<file path="config.mk">
export PLATFORM = sky130hd
export DESIGN_NAME = jk_bank_ctrl
export DESIGN_NICKNAME = d
export VERILOG_FILES = /design/src/rtl/jk_bank_ctrl_pkg.sv /design/src/rtl/jk_bank_ctrl_jk_ff.sv /design/src/rtl/jk_bank_ctrl.sv
export SDC_FILE = /design/constraint.sdc
export NUM_CORES = 1
export LEC_CHECK = 0
export BUFFER_PORTS_ARGS = -buffer_cell sky130_fd_sc_hd__clkbuf_2
export CORE_MARGIN = 4
export CORE_UTILIZATION = 45
export CTS_BUF_LIST = sky130_fd_sc_hd__clkbuf_16
export CTS_CLUSTER_SIZE = 25
export DETAILED_ROUTE_END_ITERATION = 7
export GPL_ROUTABILITY_DRIVEN = 0
export MAX_ROUTING_LAYER = met4
export PLACE_DENSITY = 0.67
export SLEW_MARGIN = 40
export SYNTH_ARGS = -nofsm -noshare
export SYNTH_HDL_FRONTEND = slang
export SYNTH_SLANG_ARGS = --single-unit
export TNS_END_PERCENT = 100
</file>
<file path="constraint.sdc">
create_clock -name clk -period 1.29 [get_ports clk]
set_clock_uncertainty 0.2 [all_clocks]
set_input_delay 0.387 -clock clk [delete_from_list [all_inputs] [get_ports clk]]
set_output_delay 0.387 -clock clk [all_outputs]
set_load 0.05 [all_outputs]
</file>
<file path="src/rtl/jk_bank_ctrl_pkg.sv">
// Shared definitions for the JK bank controller: op encodings, FSM states and
// the expected-result helper used by the readback check.
package jk_bank_ctrl_pkg;

    // Bit 1 of the op selects j and bit 0 selects k for every masked flop.
    typedef enum logic [1:0] {
        OP_HOLD = 2'b00,
        OP_RST  = 2'b01,
        OP_SET  = 2'b10,
        OP_TGL  = 2'b11
    } op_e;

    typedef enum logic [1:0] {
        ST_IDLE  = 2'b00,
        ST_APPLY = 2'b01,
        ST_CHECK = 2'b10,
        ST_DONE  = 2'b11
    } state_e;

    function automatic logic [31:0] op_result(op_e op, logic [31:0] q, logic [31:0] mask);
        logic [31:0] f;
        f = q;
        case (op)
            OP_HOLD: f = q;
            OP_RST:  f = '0;
            OP_SET:  f = '1;
            OP_TGL:  f = ~q;
            default: f = q;
        endcase
        return (q & ~mask) | (f & mask);
    endfunction

endpackage

</file>
<file path="src/rtl/jk_bank_ctrl_jk_ff.sv">
// Single JK flip-flop with synchronous active-high reset.
module jk_ff (
    input  logic clk,
    input  logic rst,
    input  logic j,
    input  logic k,
    output logic q
);

    always_ff @(posedge clk) begin
        if (rst) begin
            q <= 1'b0;
        end else begin
            case ({j, k})
                2'b00:   q <= q;
                2'b01:   q <= 1'b0;
                2'b10:   q <= 1'b1;
                default: q <= ~q;
            endcase
        end
    end

endmodule

</file>
<file path="src/rtl/jk_bank_ctrl.sv">
// Command-driven controller for a bank of WIDTH JK flops; one op per handshake.
// Define JK_BANK_CTRL_CHECK_EN to compile in the readback CHECK state and err.
module jk_bank_ctrl
    import jk_bank_ctrl_pkg::*;
#(
    parameter int unsigned WIDTH = 4
) (
    input  logic             clk,
    input  logic             rst,
    input  logic             cmd_valid,
    output logic             cmd_ready,
    input  logic [1:0]       cmd_op,
    input  logic [WIDTH-1:0] cmd_mask,
    output logic [WIDTH-1:0] q,
    output logic             busy,
    output logic             done,
    output logic             err
);

    state_e           state;
    logic [WIDTH-1:0] j;
    logic [WIDTH-1:0] k;

`ifdef JK_BANK_CTRL_CHECK_EN
    logic [WIDTH-1:0] exp_q;
    logic             err_q;
    assign err = err_q;
`else
    assign err = 1'b0;
`endif

    assign cmd_ready = (state == ST_IDLE) && !rst;

    for (genvar i = 0; i < WIDTH; i++) begin : g_bank
        jk_ff u_ff (
            .clk (clk),
            .rst (rst),
            .j   (j[i]),
            .k   (k[i]),
            .q   (q[i])
        );
    end

    always_ff @(posedge clk) begin
        if (rst) begin
            state <= ST_IDLE;
            j     <= '0;
            k     <= '0;
            busy  <= 1'b0;
            done  <= 1'b0;
`ifdef JK_BANK_CTRL_CHECK_EN
            exp_q <= '0;
            err_q <= 1'b0;
`endif
        end else begin
            case (state)
                ST_IDLE: begin
                    if (cmd_valid) begin
                        state <= ST_APPLY;
                        busy  <= 1'b1;
                        // j/k registered here so they are live for exactly the APPLY cycle.
                        j     <= cmd_mask & {WIDTH{cmd_op[1]}};
                        k     <= cmd_mask & {WIDTH{cmd_op[0]}};
`ifdef JK_BANK_CTRL_CHECK_EN
                        exp_q <= WIDTH'(op_result(op_e'(cmd_op), 32'(q), 32'(cmd_mask)));
`endif
                    end
                end
                ST_APPLY: begin
                    j <= '0;
                    k <= '0;
`ifdef JK_BANK_CTRL_CHECK_EN
                    state <= ST_CHECK;
`else
                    state <= ST_DONE;
                    done  <= 1'b1;
`endif
                end
`ifdef JK_BANK_CTRL_CHECK_EN
                ST_CHECK: begin
                    state <= ST_DONE;
                    done  <= 1'b1;
                    err_q <= (q != exp_q);
                end
`endif
                ST_DONE: begin
                    state <= ST_IDLE;
                    busy  <= 1'b0;
                    done  <= 1'b0;
`ifdef JK_BANK_CTRL_CHECK_EN
                    err_q <= 1'b0;
`endif
                end
                default: begin
                    state <= ST_IDLE;
                    busy  <= 1'b0;
                    done  <= 1'b0;
                end
            endcase
        end
    end

endmodule

</file>
Word-level counts from Yosys, hierarchy flattened
Index checks and enable logic that the tools add are counted.
W data, S select, Z words.
- equality and inequality tests: 10
- mux-type cells: 13
- bitwise logic cells: 7
- reduce and logical (&&, ||, !) cells: 10
- operator list (cell ; number):
    $pmux W4 S2 ; 2
    $pmux W1 S3 ; 4
    $eq A2 B1 Y1 const B ; 5
    $logic_not A2 Y1 ; 5
    $and A4 B4 Y4 ; 2
    $eq A2 B2 Y1 const B ; 4
    $mux W4 ; 2
    $not A1 Y1 ; 5
    $pmux W1 S2 ; 2
    $pmux W2 S2 ; 1
    $reduce_and A2 Y1 ; 2
    $mux W2 ; 1
    $ne A2 B2 Y1 const B ; 1
    $reduce_bool A2 Y1 ; 1
    $logic_and A1 B1 Y1 ; 1
    $logic_not A1 Y1 ; 1
    $mux W1 ; 1
- flip-flop bits (word level): 16
- bits of input ports: 9
- output and inout bits: 8
- logic and storage cells: 49

Depth between registers and ports, before layout
Gate-level depths: netlist (run 1).
- depth in word-level cells: 3
- mapped depth: 5
- gate-level depth less buffers: 5

By module
Synthesis (run 1) repeated with hierarchy kept, for this count alone.
- cell total of the unflattened synthesis: 72
- area total of the unflattened synthesis: 723.2 µm²
- modules (own cells, without submodules) (module ; times used ; cells an instance ; area each (µm²) ; seq. area each (µm²)):
    jk_bank_ctrl ; 1 ; 36 ; 417.9 ; 240.2
    jk_ff ; 4 ; 9 ; 76.3 ; 20.0

Worst setup path after synthesis (run 1)
OpenSTA, ideal clock, no wires.
- kind: input to output
- start point: in rst
- end point: out cmd_ready
- arrival: 1.595 ns
- required time: 0.703 ns
- slack: -0.892 ns
- stages on the path: 2
- path buffers: 1
- cell sequence: buf_2 -> nor3_1
- cells in the longest elaborated chain, start to end: 2
- ends and longest elaborated chain (element ; line ; source):
    start, declared ; jk_bank_ctrl.sv:9 ; input logic rst,
    $logic_not A1 Y1 ; jk_bank_ctrl.sv:32 ; assign cmd_ready = (state == ST_IDLE) && !rst;
    $logic_and A1 B1 Y1 ; jk_bank_ctrl.sv:32 ;
    end, declared ; jk_bank_ctrl.sv:11 ; output logic cmd_ready,
No other way between the ends.

Final worst setup path (run 1)
Same ends and word-level chain as after synthesis.

==> results of run 1 <==
==> through the flow <==
step	cell area [um2]	setup WS (ns)	total power [mW]	util, %	setup TNS (ns)
after global routing	1170	-0.266	1.52	76.2	-1.28
after floorplan	773	-0.208	0.716	-	-0.565
final	1170	-0.221	1.44	76.2	-0.651
after CTS	1100	-0.242	1.42	71.7	-0.660
after detailed placement	843	-0.232	0.758	54.7	-1.68
after global placement	843	-0.231	0.750	54.7	-1.38
==> final cells by class <==
cell class,instances,area [um2]
Multi-Input combinational cell,45,430
Fill cell,103,367
Sequential cell,16,339
Timing Repair Buffer,26,262
Clock buffer,3,75.1
Inverter,13,48.8
Tap cell,16,20.0
==> critical path: cells and delay by family <==
family / cells / cell delay [ns]
simple gates: 1 / 0.22
buf+inv: 2 / 0.32
==> layer usage <==
metal | up-vias | GRT usage [%] | part of all wire [%]
li1 | 314 | - | -
met1 | 276 | 16.2 | 40
met2 | 12 | 27.6 | 54
met3 | 2 | 6.13 | 4.5
met4 | 0 | 5.38 | 1.1
met5 | - | - | 0
==> worst max path at each step <==
stage                         from        end  slack [ns]  cells past startpoint
after CTS                 state[1]  cmd_ready       -0.24                      2
final                          rst  cmd_ready       -0.22                      3
after global routing      state[1]  cmd_ready       -0.27                      2
after detailed placement       rst  cmd_ready       -0.23                      3
after global placement         rst  cmd_ready       -0.23                      3
after floorplan                rst  cmd_ready       -0.21                      2
==> sequential cells by signal (all words and copies together) (netlist names) <==
register       cells
j                  4
k                  4
state              2
done               1
g_bank.u_ff.q      4
busy               1
==> synthesized netlist by cell type, types with 2 or more instances <==
cell and instances:
buf_4 5, dfxtp_1 16, a22o_1 8, nor2_1 2
nor3_1 9, a21oi_1 5, nand2_1 4, ha_1 8
buf_2 2, inv_1 13, a31oi_1 4, and2_1 2
==> kinds of logic after synthesis <==
group / count (synthesis)
flops: 16
fa+ha+maj: 8
simple gates: 18
buf+inv: 20
compound gates: 18
other cells: 1
==> report_power, final <==
part | total, mW | switching (mW) | internal [mW]
sequential | 0.555 | 0.0254 | 0.529
combinational | 0.308 | 0.156 | 0.153
clock | 0.575 | 0.170 | 0.405
total | 1.44 | 0.351 | 1.09
==> timing repair <==
item,CTS,global route
setup endpoints to repair,18,19
pin swaps,7,2
hold endpoints to repair,0,0
gates resized for setup,35,18
buffers inserted,5,1
==> cell usage in the layout, fill, tap and decap left out <==
cell / Yosys / final
dfxtp_2: 0 / 15
buf_4: 5 / 10
inv_1: 13 / 9
a22o_1: 8 / 8
clkbuf_2: 0 / 8
clkbuf_16: 0 / 6
a21oi_1: 5 / 5
inv_2: 0 / 4
nor3_1: 9 / 4
nand2_1: 4 / 4
nor3_2: 0 / 4
a31oi_1: 4 / 4
ha_4: 0 / 4
ha_1: 8 / 4
buf_8: 0 / 4
nor2_1: 2 / 2
and2_4: 0 / 2
nor3_4: 0 / 1
o21ba_4: 0 / 1
nor4b_4: 0 / 1
conb_1: 1 / 1
dfxtp_1: 16 / 1
buf_6: 0 / 1
==> metrics list, run 1 <==
- Total Routed Length: 1680 um
- Row generation in the floorplan step produced 14 rows.
* Non-Filler Instances: between 100 and 150
- In the routed design, unresolved DRC markers number 0.
- Reg2Reg Capture Point: k[1]
- Detailed-route vias per instance: about 5
* Worst Hold Slack: around 0.18 ns
- Number of port buffers: 15
- Number of cells traversed by the worst register-to-register path: 4
* Core Box Area: around 0.0015 mm2
- #FFs+latches synth: 16
- Full die area: 0.00237 mm2
* Power Dens Cells: approximately 1200 mW/mm2
- Global-route wire length before repair: 2810 um
- During synthesis, Yosys emitted a total of 0 warnings.
- Startpoint class of the critical path: input pin
- The number of hold violations in the final report was 0.
- Total routing usage reported by global routing: about 16%
- The setup check on the worst reg-to-reg path leaves a slack of -0.04 ns.
* Most common flop cell mapped by yosys: dfxtp_1
- In the final layout, the share of cells above drive strength 1 is between 50% and 60%.
- Insertion delay to the later sink of the worst-skew pair: roughly 0.24 ns
- GRT Residual Overflow: 0
- Across all setup checks in the final design, the least slack found is -0.221 ns.
- Final setup viols: 15
- TritonCTS built the clock tree.
- The clock net in this run drives a total of 16 sinks.
- Number of detailed-route iterations in the first pass: 4
- The via count of the first global-routing pass came to ~600.
- Failing checks: setup timing
* Cell accounting for the most synthesized area: dfxtp_1
- Starting density of the core: 48.4%
- The run finished, with violations left.
* Adder-cell area share of the yosys netlist: roughly 13%
- Of all flip-flops after synthesis, the portion carrying an async set or reset was 0%.
- Number of clock buffers inserted by TritonCTS: 3
- Once detail routing completed, the nets flagged for antenna violations numbered 0.
* Stage delay of the slowest cell on the critical path: 0.22 ns
- Synthesized-area fraction occupied by and/or/nand/nor cells: roughly an eighth
- Reported max-cap violation count: 0
- Overall die width: 48.7 um
- Max Clk Rate: around 660 MHz
- Traced cell by cell, the critical path runs through clkbuf_2 -> nor3_4 -> buf_8.
* Fraction of the mapped netlist area in compound gates: 17.4%
* Maximum level of the CTS H-tree: 1
- Reg2Reg Launch Point: state[0]
- Maximum fanout along the worst path: 5
- Ranking of synthesized cells by area: dfxtp_1, ha_1, a22o_1, inv_1, nor3_1
* Setup repair after global routing missed its margin: yes
- The tree is rooted in a clkbuf_16.
* Portion of the clock cycle consumed by the worst path in the final layout: 117%
- By area, the combinational part of the netlist is dominated by compound AO/OA/AOI/OAI gates.
- Worst min path class: in -> reg
- Detail-routed net length per standard cell: between 10 and 15 um
* Required @ worst endpoint: 0.70 ns
- Vias post-DR: 604
- The number of antenna violations at the first check in global routing was 0.
- Min-delay src: cmd_mask[0]
- Detailed placement finished with a half-perimeter wire length of between 1000 and 1500 um.
* CP max-delay cell: nor3_4
- Averaged over all synthesized cells, the footprint is 9.21 um2.
* CTS max path bufs: 2
* Category of the most critical setup path: in -> out
- When the netlist entered floorplanning its net count stood at 98.
* Y dimension of the die: around 49 um
* Cells after Synth: slightly above 80
- Post-synth EDFFs: 0
- Count of cells along the worst hold path: 2
- The total count of max-transition violations in the final report came to 0.
- In this run, post-CTS hold repair placed 0 buffers.
* Worst hold path endpoint: j[0]
- Placed instance count: 110
* Area growth from synthesis to layout: 57.6%
- The number of antenna diodes in the final layout is 0.
- In the synthesized netlist, mux cells make up 0% of the area.
* Share of the synthesized area in the top cell type: 43.0%
- Final #Nets: around 120
* Arrival time at the worst endpoint: 0.92 ns
* Library cells used by synthesis: 15
- In this run, the number of DRC markers left after iteration 0 of detailed routing was 13.
- VDD sags by at most roughly 1 mV.
- During I/O placement, the number of pins put on the boundary was 17.
* Shortest period the worst path allows: between 1.5 and 2 ns
- For this design the static power due to leakage is between 0.5 and 0.6 nW.
* Clock transition at the registers of the reported paths: roughly 0.040 ns
* Share of synthesized area occupied by flip-flops and latches: 43.0%
- Summing the areas of all xor and xnor instances in the mapped netlist gives 0% of the synthesized area.
* Category of the worst setup path capture point: output pin
- Entering global routing, the biggest net connects 9 pins.
- The cell area that synthesis handed to floorplanning was ~750 um2.
Power figures use the tool's default switching activity.
==> inputs of run 2 (changes only) <==
- CORE_MARGIN: 4 -> not set
- CTS_CLUSTER_DIAMETER: not set -> 100
- PLACE_DENSITY: 0.67 -> 0.64
- clock period: 1.29 -> 1.7 ns (I/O delays scaled with it)
==> run 2 against run 1 <==
The flow now finishes without violations; first-iteration DRC count shrank 54%; critical path type is now reg -> out; utilization fell by 15 points; sequential power fell by 26%; die area fell by 23%; largest cell class unchanged; combinational power down 49%; total power is 28% lower; routed wire length shrank 20%; via count down 0.50%; sequential share of layout area up 6.1 points.
==> metrics list, run 2 (same netlist as run 1, synthesis figures left out) <==
- The global routing stage identified its most utilized layer as met2.
- After layout, the minimum clock period comes to roughly 1.7 ns.
- Stage delay of the slowest cell on the critical path: 0.35 ns (+0.13 ns)
* Startpoint class of the critical path: flop
- The post-route DRC violation count came to 0 (unchanged).
- The total power consumption of the routed design was 1.03 mW (-28%).
- Vias post-DR: 601 (-0.50%)
- The number of antenna violations at the first check in global routing came to 0 (unchanged).
- Overall die width: 42.7 um (-12%)
- The count of maximum capacitance violations is 0 (unchanged).
* Worst min path class: reg -> reg
* Reg2Reg Capture Point: j[3]
* Number of antenna cells inserted: 0 (unchanged)
- Grouping stages by cell kind, the critical path spends the most delay in flip-flops.
- Full die area: 0.00182 mm2 (-23%)
* Max rail drop VDD: 0.908 mV (-12%)
* Number of top-level pins: 17 (unchanged)
- Number of placement rows: 14 (unchanged)
- The average via count per standard cell was 5.32 (+4.8%).
* Maximum level of the CTS H-tree: 1 (unchanged)
* Finished layout cell area: 927 um2 (-21%)
- Y dimension of the die: 42.7 um (-12%)
- For hold timing, the worst endpoint is g_bank[3].u_ff.q.
- In this run the most critical hold path is launched from g_bank[3].u_ff.q.
- Post-detail-place hpwl: 976 um (-7.8%)
- Starting density of the core: 48.9% (+0.56 points)
- Run status: finished, final reports clean
- Reg2reg setup slack: 0.25 ns (+0.29 ns)
- Total routing usage reported by global routing: 17.6% (+1.7 points)
- Number of detailed-route iterations in the first pass: 4 (unchanged)
- Arrival time at the worst endpoint: 0.96 ns (+0.04 ns)
* Count of cells along the worst hold path: 2 (unchanged)
* Final setup viols: 0 (-15)
* Fraction of met1 tracks used by global routing: 17.9% (+1.7 points)
* Global-route wire length before repair: 2190 um (-22%)
* Final #Nets: 115 (-5.7%)
- Most common cell after layout, fill and taps aside: dfxtp_1
- The maximum fanout encountered on the critical timing path came to 2 (-3).
* Insertion delay to the later sink of the worst-skew pair: 0.25 ns (about the same)
- The clock net sink count came to 16 (unchanged).
- Power Dens Cells: 1110 mW/mm2 (-9.1%)
* Clock transition at the registers of the reported paths: 0.05 ns (about the same)
* Met2 GRT Util: 27.3% (-0.34 points)
* Required @ worst endpoint: 0.99 ns (+0.29 ns)
- Pin count of the biggest net entering global routing: 10 (+1)
* Layout filler cell count: 139 (+35%)
- The root buffer cell chosen for the clock tree is clkbuf_16.
* Final slew viol count: 0 (unchanged)
- The number of buffers and inverters on the critical path came to 1 (-1).
* Standby leakage power: 0.434 nW (-16%)
- STA classifies the critical path endpoint as an output pin.
- Number of clock buffers inserted by TritonCTS: 3 (unchanged)
* Met3 track demand over resource: 3.83% (-2.3 points)
- CP max-delay cell: dfxtp_4
- Detail-routed net length per standard cell: 11.9 um (-16%)
- Fin. Hold Viols: 0 (unchanged)
- The post-route antenna net violation count was 0 (unchanged).
- Timing would allow up to 597 MHz.
- The fraction of layout cells with a size suffix above 1 came to 25.8% (-33 points).
- Core Box Area: 0.00152 mm2 (-1.1%)
- Biggest regs: g_bank.u_ff.q (4), j (4), k (4)
* Detailed Route Iter0 Violations: 6 (-7)
* Number of port buffers: 15 (unchanged)
* Total Routed Length: 1340 um (-20%)
- Setup repair after global routing missed its margin: yes
* CTS max path bufs: 2 (unchanged)
- Area growth from synthesis to layout: 24.3%
- The top cell types in the final layout, fill and taps aside, are dfxtp_1, clkbuf_2, inv_1.
- Cells traversed along the worst timing path: nor3_4 -> buf_8
- The depth of the most critical reg-to-reg path is 4 (unchanged).
- The critical path is of the reg -> out type.
* Number of global-route vias before repair: 530 (-13%)
- The cell area after placement is 827 um2 (-1.9%).
* Clock tree from TritonCTS: built
- The share of the core filled with cells came to 60.8% (-15 points).
- The final critical path takes up between 90% and 100% of the cycle.
* GRT Residual Overflow: 0 (unchanged)
- Startpoint of the most critical setup path: state[0]
- Reg2Reg Launch Point: state[0]
-- run 2: layer usage --
metal	up-vias	share of wire [%]
li1	299	-
met1	286	42
met2	12	50
met3	4	3.7
met4	0	4.1
met5	-	0
-- run 2: what timing repair did --
| item | 4_1_cts | 5_1_grt |
|---|---|---|
| gates cloned | 0 | 0 |
| setup buffers | 1 | 0 |
| endpoints found under the setup margin | 1 | 1 |
| resized for setup | 4 | 1 |
| hold buffers | 0 | 0 |
-- run 2: area by class of cell --
type	count	area, um2	area share [%]
Multi-Input combinational cell	45	340	36.7
Timing Repair Buffer	19	115	12.4
Sequential cell	16	324	35.0
Inverter	13	48.8	5.26
Tap cell	16	20.0	2.16
Clock inverter	1	3.75	0.405
Clock buffer	3	75.1	8.10
-- run 2: worst register-to-register path, cell delays in order, from the launching register on --
cell and delay [ns]:
dfxtp_4 0.35, buf_4 0.14, nor4b_2 0.29, and2_1 0.26
a22o_1 0.15
-- run 2: per-stage QoR --
| step | cells | hold slack (ns) | setup slack [ns] | setup TNS (ns) |
|---|---|---|---|---|
| 6_report | 113 | 0.267 | 0.0252 | 0 |
| 3_3_place_gp | 108 | 0.256 | -0.00564 | -0.00564 |
| 4_1_cts | 113 | 0.272 | 0.0103 | 0 |
| 3_5_place_dp | 108 | 0.262 | -0.0202 | -0.0202 |
| 5_1_grt | 113 | 0.283 | -0.00254 | -0.00254 |
| 2_1_floorplan | 81 | 0.246 | -0.0969 | -0.0969 |
-- run 2: how the worst max path moves through the flow --
stage,to,slack [ns],depth (start not counted)
6_report,cmd_ready,0.03,2
2_1_floorplan,cmd_ready,-0.1,2
5_1_grt,cmd_ready,-0.003,2
3_5_place_dp,cmd_ready,-0.02,3
3_3_place_gp,cmd_ready,-0.006,3
4_1_cts,cmd_ready,0.01,2
-- run 2: power by group --
part	switching [mW]	internal (mW)	leakage, nW	total [mW]
Combinational	0.101	0.0559	0.265	0.157
Sequential	0.0147	0.397	0.131	0.411
Clock	0.151	0.312	0.0385	0.464
==> inputs of run 3 (changes only) <==
- RECOVER_POWER: not set -> 50
==> run 3 against run 2 <==
Non-clock buffer count is the same; register-to-register slack about the same; critical endpoint unchanged; total power fell by 0.20%.
==> metrics list, run 3 (same netlist as run 1, synthesis figures left out) <==
- The signal arrival time at the worst endpoint is 0.96 ns (about the same).
- Overall die width: 42.7 um (unchanged)
- The post-route antenna net violation count came to 0 (unchanged).
* Number of port buffers: 15 (unchanged)
- Max Clk Rate: 597 MHz (about the same)
- The final clock period utilization by the worst path came to 98.5% (about the same).
- Starting density of the core: 48.9% (unchanged)
- The iteration-0 DRC count of the detailed router is 7 (+1).
- Fin. Hold Viols: 0 (unchanged)
- The maximum fanout encountered on the critical timing path came to 2 (unchanged).
- The worst setup path is of the reg -> out kind.
- The worst ir drop on vdd was 0.904 mV (-0.44%).
- The number of primary I/O pins was 17 (unchanged).
* Maximum level of the CTS H-tree: 1 (unchanged)
- Total Neg Setup Slack: 0 ns (unchanged)
- The clock net sink count was 16 (unchanged).
- Cells traversed along the worst timing path: nor3_4 -> buf_8
* Final slew viol count: 0 (unchanged)
* Area growth from synthesis to layout: 23.2%
- The die footprint is 0.00182 mm2 (unchanged).
- The maximum single-stage delay on the critical path came to 0.35 ns (about the same).
- Required @ worst endpoint: 0.99 ns (about the same)
- The layout net count came to 115 (unchanged).
- The count of maximum capacitance violations is 0 (unchanged).
- Number of detailed-route iterations in the first pass: 4 (unchanged)
- STA classifies the critical path endpoint as an output pin.
- The flow ran to the end, and the final reports show no timing, DRC or antenna violations.
- Biggest regs: g_bank.u_ff.q (4), j (4), k (4)
- Post-detail-place hpwl: 976 um (unchanged)
- In this run the worst hold path is classified as reg -> reg.
* Global-route wire length before repair: 2190 um (unchanged)
- Core Box Area: 0.00152 mm2 (unchanged)
- Highest-count cells in the layout ignoring fill and taps: dfxtp_1, inv_1, clkbuf_2
* Pin count of the biggest net entering global routing: 10 (unchanged)
* Shortest period the worst path allows: 1.67 ns (+0.0000777 ns)
* Number of placement rows: 14 (unchanged)
- The power density over the cells came to 1120 mW/mm2 (+0.75%).
- The slowest stage of the critical path belongs to the cell dfxtp_4.
- Detailed-route vias per instance: 5.33 (+0.17%)
- GRT Residual Overflow: 0 (unchanged)
* Clock tree from TritonCTS: built
- Insertion delay to the later sink of the worst-skew pair: 0.25 ns (about the same)
- The leakage dissipation is 0.424 nW (-2.4%).
- DRC violation count after routing: 0 (unchanged)
- CTS max path bufs: 2 (unchanged)
- The minimum setup slack after placement was -0.0202 ns (unchanged).
* Final setup viols: 0 (unchanged)
- The count of antenna diodes in the layout was 0 (unchanged).
- Clock tree root buffer cell: clkbuf_16
- Setup repair after global routing missed its margin: yes
- The number of antenna violations at the first check in global routing came to 0 (unchanged).
* Multi-input gate area in the final layout: 340 um2 (unchanged)
* Total routing usage reported by global routing: 17.6% (unchanged)
- The area taken by flip-flops and latches came to 324 um2 (unchanged).
- Startpoint class of the critical path: flop
- CP bufs+invs: 1 (unchanged)
- The number of filler cells placed in the layout came to 142 (+2.2%).
- Most common cell after layout, fill and taps aside: dfxtp_1
* Vias post-DR: 602 (+0.17%)
* Number of global-route vias before repair: 530 (unchanged)
* Y dimension of the die: 42.7 um (unchanged)
- Total Routed Length: 1350 um (+0.22%)
- Share of post-route cells with drive strength above 1: 22.7% (-3.1 points)
- Detail-routed net length per standard cell: 11.9 um (+0.22%)
- Setup ws final: 0.0251 ns (-0.0000777 ns)
- Broken down by cell family, the worst path's largest delay share belongs to flip-flops.
- Number of clock buffers inserted by TritonCTS: 3 (unchanged)
* Clock transition at the registers of the reported paths: 0.05 ns (about the same)
[run 3: cell types whose count changed in the layout (fill, tap and decap cells not counted)]
cell	previous run	this run
clkbuf_1	0	3
clkbuf_2	14	13
buf_4	4	2
[run 3: worst paths after layout]
check,depth (start not counted),to,slack [ns],from
worst min register to register,2,g_bank[2].u_ff.q,0.27,g_bank[2].u_ff.q
worst max register to register,4,j[3],0.25,state[0]
worst min-delay path,2,g_bank[2].u_ff.q,0.27,g_bank[2].u_ff.q
worst max-delay path,2,cmd_ready,0.03,state[0]
[run 3: worst register-to-register path, delay by kind of cell (launching register included)]
family / cells / cell delay (ns)
simple gates: 2 / 0.55
buf+inv: 1 / 0.14
flops: 1 / 0.35
compound gates: 1 / 0.15
[run 3: power breakdown]
part	internal (mW)	switching [mW]	total, mW
Combinational	0.0535	0.101	0.155
Clock	0.312	0.151	0.464
Sequential	0.397	0.0148	0.411
[run 3: cell type report]
type	count	share of cell area (%)
inverters	13	5.31
clock buffers	3	8.17
clock inverters	1	0.409
well taps	16	2.18
repair buffers	19	11.6
multi-input cells	45	37.1
flip-flops and latches	16	35.3
[run 3: through the flow]
step	hold slack [ns]	util [%]	cells	cell area [um2]	total power, mW
2_1_floorplan	0.246	-	81	757	0.539
3_3_place_gp	0.256	54.3	108	827	0.564
3_5_place_dp	0.262	54.3	108	827	0.568
4_1_cts	0.272	60.8	113	926	1.04
5_1_grt	0.285	60.3	113	918	1.06
6_report	0.269	60.3	113	918	1.03
[run 3: per-layer routing]
metal,part of all wire (%),track usage (%)
met1,43,17.9
met2,49,27.3
met5,0,-
met3,3.7,3.83
met4,4.1,16.9
[run 3: what timing repair did]
action / 4_1_cts / 5_1_grt
endpoints found under the setup margin: 1 / 1
hold buffers: 0 / 0
setup buffers: 1 / 0
gates resized for setup: 4 / 1
